`config.mk`:
```
export PLATFORM = sky130hd
export DESIGN_NAME = mult_seq_param
export DESIGN_NICKNAME = d
export VERILOG_FILES = /design/src/rtl/mult_seq_param.sv
export SDC_FILE = /design/constraint.sdc
export NUM_CORES = 1
export LEC_CHECK = 0
export BUFFER_PORTS_ARGS = -buffer_cell sky130_fd_sc_hd__buf_2
export CORE_ASPECT_RATIO = 0.9
export CORE_MARGIN = 3
export CORE_UTILIZATION = 40
export CTS_BUF_LIST = sky130_fd_sc_hd__clkbuf_2
export DETAILED_ROUTE_END_ITERATION = 10
export GPL_ROUTABILITY_DRIVEN = 0
export PLACE_DENSITY_LB_ADDON = 0.3
export SKIP_LAST_GASP = 1
export SLEW_MARGIN = 20
export SYNTH_ARGS = -nofsm -noshare
export SYNTH_HDL_FRONTEND = slang
export SYNTH_SLANG_ARGS = --single-unit
```
`constraint.sdc`:
```
create_clock -name clk -period 27.1 [get_ports clk]
set_input_delay 2.71 -clock clk [delete_from_list [all_inputs] [get_ports clk]]
set_output_delay 2.71 -clock clk [all_outputs]
set_load 0.01 [all_outputs]
```
`src/rtl/mult_seq_param.sv`:
```
// mult_seq_param: sequential WIDTH x WIDTH multiplier reusing one CHUNK x CHUNK multiplier
module mult_seq_param #(
    parameter int WIDTH = 32,
    parameter int CHUNK = 16
) (
    input  logic               clk,
    input  logic               reset,
    input  logic               start,
    input  logic               is_signed,
    input  logic [WIDTH-1:0]   a,
    input  logic [WIDTH-1:0]   b,
    output logic               busy,
    output logic               done,
    output logic [2*WIDTH-1:0] product
);
    localparam int NCH = WIDTH / CHUNK;
    localparam int IW = NCH > 1 ? $clog2(NCH) : 1;
    localparam logic [IW-1:0] LAST = IW'(NCH - 1);

    if (WIDTH % CHUNK != 0) begin : g_bad_width
        $error("mult_seq_param: WIDTH must be an exact multiple of CHUNK");
    end

    typedef enum logic [1:0] {IDLE, CALC, SIGN, DONE} state_t;

    state_t             state_q, state_d;
    logic [WIDTH-1:0]   a_q, a_d, b_q, b_d;
    logic               neg_q, neg_d;
    logic [IW-1:0]      i_q, i_d, j_q, j_d;
    logic [2*WIDTH-1:0] product_q, product_d;
    logic [CHUNK-1:0]   a_c, b_c;
    logic [2*CHUNK-1:0] pp;
    logic [2*WIDTH-1:0] pp_ext;
    logic               accept, last_pair;

    // partial product of the current chunk pair, shifted to its weight
    always_comb begin
        a_c = CHUNK'(a_q >> (CHUNK * 32'(i_q)));
        b_c = CHUNK'(b_q >> (CHUNK * 32'(j_q)));
        pp = {{CHUNK{1'b0}}, a_c} * {{CHUNK{1'b0}}, b_c};
        pp_ext = (2*WIDTH)'(pp) << (CHUNK * (32'(i_q) + 32'(j_q)));
    end

    // sequencing, operand latch, chunk walk and product accumulate/negate
    always_comb begin
        state_d = state_q;
        a_d = a_q;
        b_d = b_q;
        neg_d = neg_q;
        i_d = i_q;
        j_d = j_q;
        product_d = product_q;
        accept = start && (state_q == IDLE || state_q == DONE);
        last_pair = i_q == LAST && j_q == LAST;
        busy = state_q == CALC || state_q == SIGN;
        done = state_q == DONE;
        if (accept) begin
            state_d = CALC;
            a_d = is_signed && a[WIDTH-1] ? -a : a;
            b_d = is_signed && b[WIDTH-1] ? -b : b;
            neg_d = is_signed && (a[WIDTH-1] ^ b[WIDTH-1]);
            product_d = '0;
            i_d = '0;
            j_d = '0;
        end else if (state_q == CALC) begin
            product_d = product_q + pp_ext;
            j_d = j_q == LAST ? '0 : j_q + 1'b1;
            i_d = last_pair ? '0 : (j_q == LAST ? i_q + 1'b1 : i_q);
            state_d = last_pair ? SIGN : CALC;
        end else if (state_q == SIGN) begin
            product_d = neg_q ? -product_q : product_q;
            state_d = DONE;
        end else if (state_q == DONE) begin
            state_d = IDLE;
        end
    end

    // state and datapath registers, cleared asynchronously
    always_ff @(posedge clk or posedge reset) begin
        if (reset) begin
            state_q <= IDLE;
            a_q <= '0;
            b_q <= '0;
            neg_q <= 1'b0;
            i_q <= '0;
            j_q <= '0;
            product_q <= '0;
        end else begin
            state_q <= state_d;
            a_q <= a_d;
            b_q <= b_d;
            neg_q <= neg_d;
            i_q <= i_d;
            j_q <= j_d;
            product_q <= product_d;
        end
    end

    assign product = product_q;
endmodule

```
==> impl_metrics.py, run 1 <==
metrics = {
    "worst_setup_path": {
        "critPathKind": "register to register",
        "cp_common_cell": "fa_1",
        "crit_start": "i_q$_DFFE_PP0P_",
        "crit_path_end_kind": "register",
        "cp_slowest_stage_delay_ns": 1.03,
        "slowest_stage": "a2111oi_0",
        "cp.arrival_ns": 11.77,
        "cp-start-kind": "register",
        "r2r_slack_ns": 16.23,
        "rr_endpoint": "product[63]$_DFFE_PP0P_",
        "r2r-start": "i_q$_DFFE_PP0P_",
        "crit_fanout": 32,
        "required_ns": 28.00,
        "reg2regPathDepth": 34,
    },
    "route": {
        "drc": 0,
        "first_pass_iters": 6,
        "num_vias": 18580,
        "avgRoutedWirePerCell_um": 19.37,
        "drt_first_iter_violations": 1779,
        "ant_nets": 0,
        "wl_mm": 63.76,
        "routed_via_density": 5.645,
    },
    "placed_design": {
        "dp_hpwl_mm": 51.22,
        "place_inst": 3254,
        "io_buffers": 133,
    },
    "timing": {
        "setup_viol": 0,
        "fmax_mhz": 92.03,
        "hold_viol_final": 0,
        "finalCriticalPeriod_ns": 10.87,
        "rsz0062_at_grt": "no",
        "slew_viol_final": 0,
        "skew_ns": 0.04411,
        "tightest_slew_ns": 1.127,
        "timing.slew.headroom_pct": 22.71,
        "whs_ns": 0.5176,
        "fin_setup_tns_ns": 0,
        "fin_crit_sh_pct": 40.10,
    },
    "yosys": {
        "syn-num-nets": 2961,
        "syn_area_per_cell_um2": 8.133,
        "synthFlopType": "dfrtp_1",
        "synth_cells": 2524,
        "ys_types": 77,
        "async_flop_share_pct": 100.0,
        "syn_area_um2": 20530,
        "synth_edf_count": 0,
        "synth-warning-count": 0,
        "synth-seq-cells": 133,
        "ys_seq_area_share_pct": 16.21,
    },
    "cts": {
        "cts-buffers-inserted": 17,
        "cts_max_level": 4,
        "cts_resized": 0,
        "clk_pin_slew_ns": 0.24,
        "cts_setup_buffers": 0,
        "root_buffer": "clkbuf_2",
        "worstSkewPairLatency_ns": 1.01,
        "clkSinkCount": 133,
        "postCtsHoldBufs": 0,
        "cts_tree": "done",
        "clockBufferDepth": 2,
    },
    "floorplan": {
        "initial_utilization_pct": 40.61,
        "core_um2": 50550,
        "rows": 78,
        "die-area_um2": 54080,
        "die_x_um": 244.8,
        "io_pins": 134,
        "dieHeight_um": 220.9,
    },
    "layout": {
        "final_cell_mix": "nand2_1 (298), inv_1 (274), nor2_1 (274)",
        "drive_gt1_share_pct": 9.747,
        "layout_commonest_cell": "nand2_1",
        "area_growth_pct": 7.832,
        "utilization_pct": 43.79,
        "nNetsFinal": 3030,
        "regArea_um2": 3328,
        "multi_input_area_um2": 15790,
        "final_cells": 3291,
        "fillers": 5180,
    },
    "global_route": {
        "grt_overflow": 0,
        "grt_max_degree": 123,
        "grt_pass1_vias": 18260,
        "grt_usage_pct": 23.62,
        "grt_pass1_wl_mm": 100.8,
        "antenna_found_initial": 3,
    },
    "worst_hold_path": {
        "hp-start": "b_q[20]$_DFFE_PP0P_",
        "holdPathStages": 2,
        "hp-class": "register to register",
        "hold_path_end": "b_q[20]$_DFFE_PP0P_",
    },
    "run": {
        "cap_violations": 0,
    },
    "outcome": {
        "status": "complete, no violations",
    },
}
Yosys cell counts, drive strengths merged, types with 4 or more instances:
library cell	number	area, um^2
o41ai	9	78.83
nand2b	22	137.6
o21ai	153	769.5
dfrtp	133	3328
and2	19	118.9
nor4	14	108.9
fa	195	3904
o21bai	17	127.6
or3	11	73.82
inv	275	1032
nor2	274	1028
a31oi	29	181.4
nor3	41	205.2
and3	20	125.1
a21o	62	465.5
or2	10	62.56
nand2	300	1129
mux2	35	394.1
a2111oi	8	70.07
nand3	29	145.1
xor2	88	770.7
a211oi	40	300.3
o31ai	26	215.2
a211o	4	35.03
nor2b	18	112.6
clkbuf	87	326.6
a21oi	147	735.7
a21boi	4	30.03
buf	17	72.57
mux2i	38	380.4
ha	174	2177
nand4	14	87.58
xnor2	111	972.2
or4	12	101.3
o21a	12	90.09
o2111ai	4	35.03
o22ai	21	131.4
o211ai	6	45.04
worst max path at each step:
stage	slack, ns	to	depth (start not counted)
after floorplan	17.40	product[59]$_DFFE_PP0P_	37
after global placement	16.64	product[63]$_DFFE_PP0P_	34
after detailed placement	16.43	product[59]$_DFFE_PP0P_	34
after CTS	16.38	product[59]$_DFFE_PP0P_	34
after global routing	15.86	product[63]$_DFFE_PP0P_	35
final	16.23	product[63]$_DFFE_PP0P_	34
final cells by class:
cell class | instances | share of cell area [%]
antenna | 5 | 0.05652
inverter | 275 | 4.686
sequential | 133 | 15.04
timing repair buffer | 154 | 3.719
tap | 680 | 3.844
clock buffer | 18 | 0.4070
multi-input combinational | 2012 | 71.35
clock inverter | 14 | 0.9044
registers in the layout, summed over array words and instances, names as in the netlist:
| register | count |
|---|---|
| a_q | 32 |
| j_q | 1 |
| neg_q | 1 |
| state_q | 2 |
| product | 64 |
| i_q | 1 |
| b_q | 32 |
logic make-up after synthesis:
group	synth area share, %
AND/OR/NAND/NOR	17.50
flip-flops	16.21
adder cells (fa/ha/maj)	29.62
multiplexers	3.773
AO/OA/AOI/OAI	17.43
XOR/XNOR	8.490
buffers and inverters	6.973
metal layers:
| layer | share of wire (%) | track usage, % | vias up |
|---|---|---|---|
| met3 | 8.1 | 5.707 | 109 |
| met1 | 45 | 33.04 | 9165 |
| li1 | - | - | 8668 |
| met2 | 45 | 36.34 | 635 |
| met4 | 2.4 | 6.894 | 0 |
| met5 | 0 | 0 | - |
worst max-delay path: cells and delay by family, from the launching register on:
kind | cells | cell delay, ns
buffers and inverters | 6 | 0.75
muxes | 1 | 0.95
xor gates and xnor gates | 1 | 0.31
DFF | 1 | 0.44
adders and majority gates | 8 | 3.87
AOI/OAI and AO/OA | 10 | 2.91
and+or+nand+nor | 8 | 1.51
per-stage QoR:
stage | worst slack, ns | cell area [um^2]
4_1_cts | 16.38 | 22120
2_1_floorplan | 17.40 | 20530
6_report | 16.23 | 22140
3_5_place_dp | 16.43 | 21830
3_3_place_gp | 16.64 | 21830
5_1_grt | 15.86 | 22140
Power of run 1 is left out: the tool's default activity adds up to more than one toggle a clock period on the data nets, which glitch-free logic cannot reach.
==> run 2, diff against run 1 <==
--- a/config.mk
+++ b/config.mk
@@ -5,6 +5,7 @@
 export SDC_FILE = /design/constraint.sdc
 export NUM_CORES = 1
 export LEC_CHECK = 0
+export ABC_AREA = 1
 export BUFFER_PORTS_ARGS = -buffer_cell sky130_fd_sc_hd__buf_2
 export CORE_ASPECT_RATIO = 0.9
 export CORE_MARGIN = 3
==> constraint.sdc (replaced) <==
create_clock -name clk -period 10.09 [get_ports clk]
set_input_delay 1.009 -clock clk [delete_from_list [all_inputs] [get_ports clk]]
set_output_delay 1.009 -clock clk [all_outputs]
set_load 0.01 [all_outputs]
==> run 2 against run 1 <==
Non-clock buffer count up 30; critical endpoint is now product[46]$_DFFE_PP0P_; first-iteration DRC count up 57%; sequential share of layout area is 1.6 points lower; synthesized cell count grew 38%; flip-flop and latch count is the same; global-route usage increased by 3.4 points; highest routed layer is now met5; via count is 29% higher.
==> impl_metrics.py, run 2 <==
metrics = {
    "timing": {
        "fin_setup_tns_ns": 0,
        "fmax_mhz": 103.7,
        "fin_crit_sh_pct": 95.54,
        "rsz0062_at_grt": "no",
        "slew_viol_final": 0,
        "timing.slew.headroom_pct": 24.23,
        "setup_viol": 0,
        "hold_viol_final": 0,
        "tightest_slew_ns": 1.129,
        "skew_ns": 0.04185,
        "finalCriticalPeriod_ns": 9.640,
    },
    "yosys": {
        "syn_area_um2": 22770,
        "ys_seq_area_share_pct": 14.62,
        "synth-warning-count": 0,
        "yosysTopAreaCell": "fa_1",
        "yosysMostFrequentCell": "nand2_1",
        "synth_cells": 3476,
        "ys_types": 57,
        "async_flop_share_pct": 100.0,
        "yosysTopAreaCellShare_pct": 17.14,
        "synthFlopType": "dfrtp_1",
        "syn_area_per_cell_um2": 6.551,
        "synth-seq-cells": 133,
        "synthTopCellsByArea": "fa_1 (17%), dfrtp_1 (15%), nand2_1 (12%)",
        "synth_edf_count": 0,
        "synth_common_cells": "nand2_1 (754), inv_1 (575), nor2_1 (507)",
        "syn-num-nets": 3913,
    },
    "global_route": {
        "grt_usage_pct": 27.05,
        "grt_pass1_vias": 21790,
        "grt_overflow": 0,
        "grt_pass1_wl_mm": 125.1,
        "antenna_found_initial": 5,
        "grt_max_degree": 104,
    },
    "floorplan": {
        "rows": 82,
        "die_x_um": 257.5,
        "io_pins": 134,
        "dieHeight_um": 232.4,
        "die-area_um2": 59830,
        "initial_utilization_pct": 40.65,
        "core_um2": 56020,
    },
    "cts": {
        "clkSinkCount": 133,
        "clk_pin_slew_ns": 0.28,
        "root_buffer": "clkbuf_2",
        "worstSkewPairLatency_ns": 1.00,
        "cts_tree": "done",
        "cts_max_level": 4,
        "cts-buffers-inserted": 17,
        "clockBufferDepth": 2,
        "cts_setup_buffers": 0,
    },
    "layout": {
        "layout_commonest_cell": "nand2_1",
        "largest_reg_flops": 64,
        "drive_gt1_share_pct": 8.308,
        "area_growth_pct": 8.687,
        "final_cell_mix": "nand2_1 (753), inv_1 (570), nor2_1 (507)",
        "nNetsFinal": 4035,
    },
    "worst_setup_path": {
        "crit_buf_inv": 7,
        "crit_start": "i_q$_DFFE_PP0P_",
        "required_ns": 11.01,
        "crit_path_end_kind": "register",
        "critPathKind": "register to register",
        "crit_fanout": 11,
        "slowest_stage": "fa_1",
        "r2r-start": "i_q$_DFFE_PP0P_",
        "crit_family": "adder cells",
        "cp_slowest_stage_delay_ns": 0.56,
        "cp.arrival_ns": 10.56,
        "cp-start-kind": "register",
    },
    "route": {
        "first_pass_iters": 7,
        "wl_mm": 82.00,
        "num_vias": 23930,
        "drt_first_iter_violations": 2796,
        "avgRoutedWirePerCell_um": 18.74,
        "ant_nets": 0,
        "drc": 0,
        "routed_via_density": 5.469,
    },
    "worst_hold_path": {
        "hp-start": "b[0]",
        "hp-class": "input pin to register",
    },
    "placed_design": {
        "dp_hpwl_mm": 67.60,
        "io_buffers": 133,
    },
    "run": {
        "cap_violations": 0,
    },
    "outcome": {
        "status": "complete, no violations",
    },
}
-- run 2: worst paths after layout --
| path | to | slack, ns | cells after the start |
|---|---|---|---|
| max in group asynchronous | j_q$_DFFE_PP0P_ | 8.12 | 4 |
| worst max-delay path | product[46]$_DFFE_PP0P_ | 0.45 | 38 |
| worst max register to register | product[46]$_DFFE_PP0P_ | 0.45 | 38 |
| worst min register to register | a_q[13]$_DFFE_PP0P_ | 0.51 | 2 |
| min in group asynchronous | product[61]$_DFFE_PP0P_ | 0.59 | 3 |
| worst min-delay path | b_q[0]$_DFFE_PP0P_ | 0.26 | 3 |
-- run 2: area by class of cell --
cell class	instances	area (um^2)
fill	5996	31270
multi-input combinational	2668	16930
sequential	133	3329
inverter	594	2250
timing repair buffer	184	1051
tap	756	945.9
clock inverter	15	133.9
clock buffer	17	85.08
antenna	8	20.02
-- run 2: logic make-up (layout without fill, tap and decap cells) --
group / after synthesis / count (layout) / synth area share [%]
adders and majority gates: 369 / 369 / 26.70
and+or+nand+nor: 1624 / 1624 / 29.84
other: 0 / 8 / 0
DFF: 133 / 133 / 14.62
buffers and inverters: 675 / 810 / 11.15
muxes: 2 / 2 / 0.08792
xor gates and xnor gates: 102 / 102 / 3.923
AOI/OAI and AO/OA: 571 / 571 / 13.68
-- run 2: per-stage QoR --
step | instances | worst slack (ns) | hold WS (ns) | cell area, um^2 | util [%]
after floorplan | 3476 | 2.226 | 0.4443 | 22770 | -
after global placement | 4334 | 0.4008 | 0.4600 | 24460 | 43.67
after detailed placement | 4334 | 0.4087 | 0.4659 | 24460 | 43.67
after CTS | 4367 | 0.2799 | 0.1392 | 24690 | 44.08
after global routing | 4374 | 0.008235 | 0.1514 | 24750 | 44.17
final | 4375 | 0.4497 | 0.2603 | 24750 | 44.18
-- run 2: worst min-delay path: cells and delay by family --
family / cells / cell delay [ns]
buffers and inverters: 2 / 0.18
AO/OA/AOI/OAI: 1 / 0.08
-- run 2: routing by layer --
layer / wire, um / global-route usage [%]
met5: 11 / 0
met4: 2439 / 8.366
met3: 9875 / 8.549
met2: 34180 / 39.18
met1: 35490 / 38.26
-- run 2: repair_timing --
item	4_1_cts	5_1_grt
endpoints found under the hold margin	28	0
endpoints found under the setup margin	0	39
hold buffers	1	0
resized for setup	0	14
Power of run 2 is left out for the same reason.
